$ cat config.mk
export PLATFORM = sky130hd
export DESIGN_NAME = bit_serial_adder
export DESIGN_NICKNAME = d
export VERILOG_FILES = /design/src/rtl/bit_serial_adder.sv
export SDC_FILE = /design/constraint.sdc
export NUM_CORES = 1
export LEC_CHECK = 0
export BUFFER_PORTS_ARGS = -buffer_cell sky130_fd_sc_hd__buf_2
export CORE_MARGIN = 3
export CORE_UTILIZATION = 60
export CTS_BUF_LIST = sky130_fd_sc_hd__clkbuf_2
export DETAILED_ROUTE_END_ITERATION = 10
export GPL_TIMING_DRIVEN = 0
export PLACE_DENSITY_LB_ADDON = 0.12
export SLEW_MARGIN = 10
export SYNTH_ARGS = -nofsm -noshare
export SYNTH_HDL_FRONTEND = slang
export SYNTH_SLANG_ARGS = --single-unit
export TNS_END_PERCENT = 30
$ cat constraint.sdc
create_clock -name clk -period 3.7 [get_ports clk]
set_input_delay 0.74 -clock clk [delete_from_list [all_inputs] [get_ports clk]]
set_output_delay 0.74 -clock clk [all_outputs]
set_load 0.1 [all_outputs]
$ cat src/rtl/bit_serial_adder.sv
// Bit-serial adder: one shared full-adder slice resolves one bit per clock, LSB first.
// {carry_out, sum} = a + b + carry_in after WIDTH SHIFT cycles; both hold until the next completion.

module full_adder (
  input  logic x,
  input  logic y,
  input  logic carry_in,
  output logic sum,
  output logic carry_out
);
  assign sum       = x ^ y ^ carry_in;
  assign carry_out = (x & y) | (carry_in & (x ^ y));
endmodule

// state | meaning
// IDLE  | waiting for start; operands captured on the accepting edge
// SHIFT | one bit per edge through the slice, LSB first
// DONE  | single-cycle pulse, sum/carry_out freshly updated
module bit_serial_adder #(
  parameter int WIDTH = 8
) (
  input  logic             clk,
  input  logic             reset,
  input  logic             start,
  input  logic [WIDTH-1:0] a,
  input  logic [WIDTH-1:0] b,
  input  logic             carry_in,
  output logic             busy,
  output logic             done,
  output logic [WIDTH-1:0] sum,
  output logic             carry_out
);
  localparam int CW = $clog2(WIDTH) + 1;
  localparam logic [CW-1:0] LAST = CW'(WIDTH - 1);

  typedef enum logic [1:0] {
    IDLE  = 2'd0,
    SHIFT = 2'd1,
    DONE  = 2'd2
  } state_t;

  state_t state, state_next;

  logic [WIDTH-1:0] sh_a, sh_b, partial;
  logic [CW-1:0]    count;
  logic             c_reg;
  logic             slice_sum, slice_carry;
  logic             last_bit;

  full_adder u_slice (
    .x         (sh_a[0]),
    .y         (sh_b[0]),
    .carry_in  (c_reg),
    .sum       (slice_sum),
    .carry_out (slice_carry)
  );

  assign last_bit = (count == LAST);

  always_ff @(posedge clk) begin
    if (reset) state <= IDLE;
    else       state <= state_next;
  end

  always_comb begin
    state_next = state;
    case (state)
      IDLE:    if (start) state_next = SHIFT;
      SHIFT:   if (last_bit) state_next = DONE;
      DONE:    state_next = IDLE;
      default: state_next = IDLE;
    endcase
  end

  always_comb begin
    busy = 1'b0;
    done = 1'b0;
    case (state)
      SHIFT:   busy = 1'b1;
      DONE:    done = 1'b1;
      default: ;
    endcase
  end

  // Result bits enter at the MSB of partial and shift right, so after WIDTH
  // edges bit 0 sits at the LSB.
  always_ff @(posedge clk) begin
    if (reset) begin
      sh_a      <= '0;
      sh_b      <= '0;
      partial   <= '0;
      count     <= '0;
      c_reg     <= 1'b0;
      sum       <= '0;
      carry_out <= 1'b0;
    end else begin
      case (state)
        IDLE: begin
          if (start) begin
            sh_a    <= a;
            sh_b    <= b;
            c_reg   <= carry_in;
            count   <= '0;
            partial <= '0;
          end
        end
        SHIFT: begin
          sh_a    <= {1'b0, sh_a[WIDTH-1:1]};
          sh_b    <= {1'b0, sh_b[WIDTH-1:1]};
          c_reg   <= slice_carry;
          partial <= {slice_sum, partial[WIDTH-1:1]};
          count   <= count + CW'(1);
          if (last_bit) begin
            sum       <= {slice_sum, partial[WIDTH-1:1]};
            carry_out <= slice_carry;
          end
        end
        default: ;
      endcase
    end
  end
endmodule
# Yosys cells after proc, flatten, opt, wreduce, memory -nomap -nowiden
# Index checks and enable logic that the tools add are counted.
# W data, S select, Z words.
op_classes:
  n_addsub: 1
  muxes: 15
  reduce_logical: 5
  bitwise: 5
  n_eq_ne: 5
op_table:
  columns: ["op", "n"]
  rows:
  - ["$pmux W8 S2", 3]
  - ["$mux W8", 3]
  - ["$pmux W4 S2", 1]
  - ["$reduce_and A2 Y1", 3]
  - ["$add A4 B1 Y4 const B", 1]
  - ["$eq A4 B3 Y1 const B", 1]
  - ["$mux W2", 2]
  - ["$mux W4", 1]
  - ["$ne A2 B2 Y1 const B", 2]
  - ["$pmux W2 S2", 1]
  - ["$mux W1", 3]
  - ["$and A1 B1 Y1", 2]
  - ["$eq A2 B1 Y1 const B", 1]
  - ["$eq A2 B2 Y1 const B", 1]
  - ["$logic_not A2 Y1", 1]
  - ["$pmux W1 S2", 1]
  - ["$reduce_bool A2 Y1", 1]
  - ["$xor A1 B1 Y1", 2]
  - ["$or A1 B1 Y1", 1]
totals:
  wordCells: 39
  inputBits: 20
  regBits: 40

# Logic depth before layout (Yosys ltp)
logic_depth:
  word_depth: 4
  ltp_mapped: 5
  depth_no_buf: 4

# Cells and area by module
# Synthesis repeated with hierarchy kept, for this count alone.
unflattened:
  hier_cells: 193
  area_unflattened_um2: 1726.7
modules_own_cells:
  columns: ["module", "area_each_um2", "n_inst", "cells_per_inst", "seq_area_each_um2"]
  rows:
  - ["bit_serial_adder", 1706.6, 1, 192, 780.7]
  - ["full_adder", 20.0, 1, 1, 0.0]

# Worst setup path after synthesis
# Ideal clock, no wire load.
synth_timing:
  path_kind: "register to output"
  start: "register state[1]"
  end: "output port done"
  arrival_ns: 2.062
  stages_incl_launch_ff: 4
  path_slack_ns: 0.898
  path_cell_list: "dfxtp_1 > clkinv_1 > clkbuf_1 > nor2_1"
synth_via:
  elab_chain_len: 2
synth_rtl:
  columns: ["element", "line", "rtl"]
  rows:
  - ["start, declared", "42", "state_t state, state_next;"]
  - ["start signal, assigned", "62", "else state <= state_next;"]
  - ["$eq A2 B2 Y1", "78", "case (state)"]
  - ["$mux W1", "78", null]
  - ["end, declared", "29", "output logic done,"]
# Every way passes these cells.

# Worst setup path after layout
# Same ends and word-level chain as after synthesis.

==> flow_metrics.env <==
export IMPL_status="finished, final reports clean"
export IMPL_wl_met2_mm=1.81
export IMPL_worst_slew_pin_slew_ns=0.485
export IMPL_start_kind="register"
export IMPL_post_route_period_util_pct=72.9
export IMPL_arrival_ns=1.96
export IMPL_syn_inst=182
export IMPL_cts_hold_buf=0
export IMPL_crit_type="reg2out"
export IMPL_area_delta_synth_final_pct=14.0
export IMPL_die_h_um=58.0
export IMPL_synth_compound_area_share_pct=30.6
export IMPL_m1WireLength_mm=1.58
export IMPL_rrSetupSlack_ns=2.18
export IMPL_nFillCells=216
export IMPL_setup_viol=0
export IMPL_drive_gt1_share_pct=21.4
export IMPL_power_total_uw=730
export IMPL_top_layer="met4"
export IMPL_globalRouteOverflowTotal=0
export IMPL_seq_area_frac_synth_pct=48.0
export IMPL_place_congestion=0.797
export IMPL_htreeDepth=2
export IMPL_grt_max_degree=12
export IMPL_synth_top_family_by_area="compound AO/OA/AOI/OAI gates"
export IMPL_r2r_end="sum[4]"
export IMPL_viasPerCell=6.03
export IMPL_ys_types=33
export IMPL_power_per_cell_area_nw_per_um2=394
export IMPL_post_route_util_pct=73.5
export IMPL_clockBufferDepth=2
export IMPL_synth_fa_ha_area_share_pct=2.00
export IMPL_netlist_top_cells_area="dfxtp_1 48%, a21oi_1 7.1%, o2bb2ai_1 5.4%"
export IMPL_wl_met3_um=244
export IMPL_required_ns=2.96
export IMPL_initial_utilization_pct=64.4
export IMPL_hpwl_mm=2.66
export IMPL_fin_crit_ns=2.70
export IMPL_wl_mm=3.70
export IMPL_setup_ws_ns=1.00
export IMPL_synth_largest_area_cell="dfxtp_1"
export IMPL_first_iter_violations=78
export IMPL_cp_end_kind="output pin"
export IMPL_rsz0062_at_grt="no"
export IMPL_std_cell_rows=18
export IMPL_maxCapViolCount=0
export IMPL_cts_resized=0
export IMPL_dp_slack_ns=1.45
export IMPL_stdcell_count=250
export IMPL_cts_root_buf="clkbuf_2"
export IMPL_hold_class="reg2reg"
export IMPL_holdWs_ns=0.477
export IMPL_cts_sink_count=39
export IMPL_clk_pin_slew_ns=0.18
export IMPL_die_w_um=58.0
export IMPL_syn_cell_area_um2=1630
export IMPL_synth_xor_area_share_pct=0
export IMPL_firstDrtPassIters=4
export IMPL_synth_nets=204
export IMPL_fin_worst_skew_ns=0.00989
export IMPL_numCtsBuffers=5
export IMPL_clock_latency_ns=0.39
export IMPL_antenna_found_initial=0
export IMPL_whs_path_depth=2
export IMPL_grt_pass1_wl_mm=6.09
export IMPL_leakage_nw=0.768
export IMPL_tns_ns=0
export IMPL_dieArea_um2=3370
export IMPL_min_to="sum[5]"
export IMPL_ys_warn_count=0
export IMPL_top_regs="sh_a (8), sh_b (8), sum (8)"
export IMPL_synth_top_area_share_pct=48.0
export IMPL_postCtsSetupBuffers=0
export IMPL_drt_wirelength_per_cell_um=14.8
export IMPL_grt_usage_pct=23.7
export IMPL_cp_max_fo=10
export IMPL_hold_start="sum[5]"
export IMPL_antennaDiodeCount=0
export IMPL_place_area_um2=1810
export IMPL_syn_avg_cell_area_um2=8.93
export IMPL_nNetsFinal=241
export IMPL_finalInstanceArea_um2=1850
export IMPL_reg2regPathDepth=5
export IMPL_ios=31
export IMPL_grt_pass1_vias=1389
export IMPL_postRouteAntennaNets=0
export IMPL_via_count=1507
export IMPL_synthSimpleGateAreaFrac_pct=14.2
export IMPL_ys_ff_latch=39
export IMPL_cts_tree="yes"
export IMPL_slew_headroom_pct=67.7
export IMPL_core_area_um2=2520
export IMPL_timing_fmax_ghz=0.371
export IMPL_final_common_cell="dfxtp_1"
export IMPL_finalHoldViolCount=0
export IMPL_final_cell_mix="39 x dfxtp_1, 35 x buf_2, 23 x a21oi_1, 22 x nor2_1, 16 x o21ai_0"
export IMPL_dp_cells=242
export IMPL_port_buffers=30
export IMPL_synthMuxAreaShare_pct=0
export IMPL_worstReg2RegStart="count[0]"
export IMPL_drv_slew=0
export IMPL_drc=0
export IMPL_vdd_drop_max_mv=0.385
## worst max path at each step
stage,start,end,slack [ns]
2_1_floorplan,state[1],done,0.90
3_3_place_gp,state[1],done,1.46
3_5_place_dp,state[1],done,1.45
4_1_cts,state[1],done,1.0
5_1_grt,state[1],done,0.85
6_report,state[1],done,1.00
## final cells by class
cell class,instances,area [µm²],area share [%]
Buffer,15,71.3,3.85
Clock inverter,1,5.00,0.270
Tap cell,30,37.5,2.03
Timing Repair Buffer,30,150,8.10
Multi-Input combinational cell,125,759,41.0
Inverter,3,13.8,0.743
Sequential cell,39,781,42.1
Clock buffer,7,35.0,1.89
## cells by family after synthesis
group           after synthesis
compound gates               77
buf+inv                      18
simple gates                 46
fa+ha+maj                     2
flops                        39
## routing by layer
layer / global-route usage [%] / vias up
li1: - / 736
met1: 29.1 / 710
met2: 39.0 / 54
met3: 6.68 / 7
met4: 9.93 / 0
met5: 0 / -
## worst max-delay path, cell delays in order (launching register included)
cell,delay (ns)
dfxtp_1,0.45
clkinv_1,0.26
clkbuf_1,0.29
nor2_1,0.14
buf_2,0.43
## synth_stat cells (all sizes together)
cell	number
nand4	1
and4b	1
clkbuf	9
nand2b	9
nand3	2
dfxtp	39
nor2b	1
and2	1
o21bai	1
o2bb2ai	10
nor2	22
buf	6
inv	2
o21ai	16
a31oi	2
ha	1
nand3b	2
o21ba	1
fa	1
a211oi	1
nand2	3
and3	1
a31o	8
clkinv	1
or4	1
nor3b	1
a22oi	10
nor3	1
o22ai	5
a21oi	23
## report_power, final
part | total, mW | internal, mW | switching (mW)
combinational | 0.0941 | 0.0383 | 0.0558
clock | 0.185 | 0.0516 | 0.133
sequential | 0.451 | 0.440 | 0.0111
(Power assumes the default switching activity.)
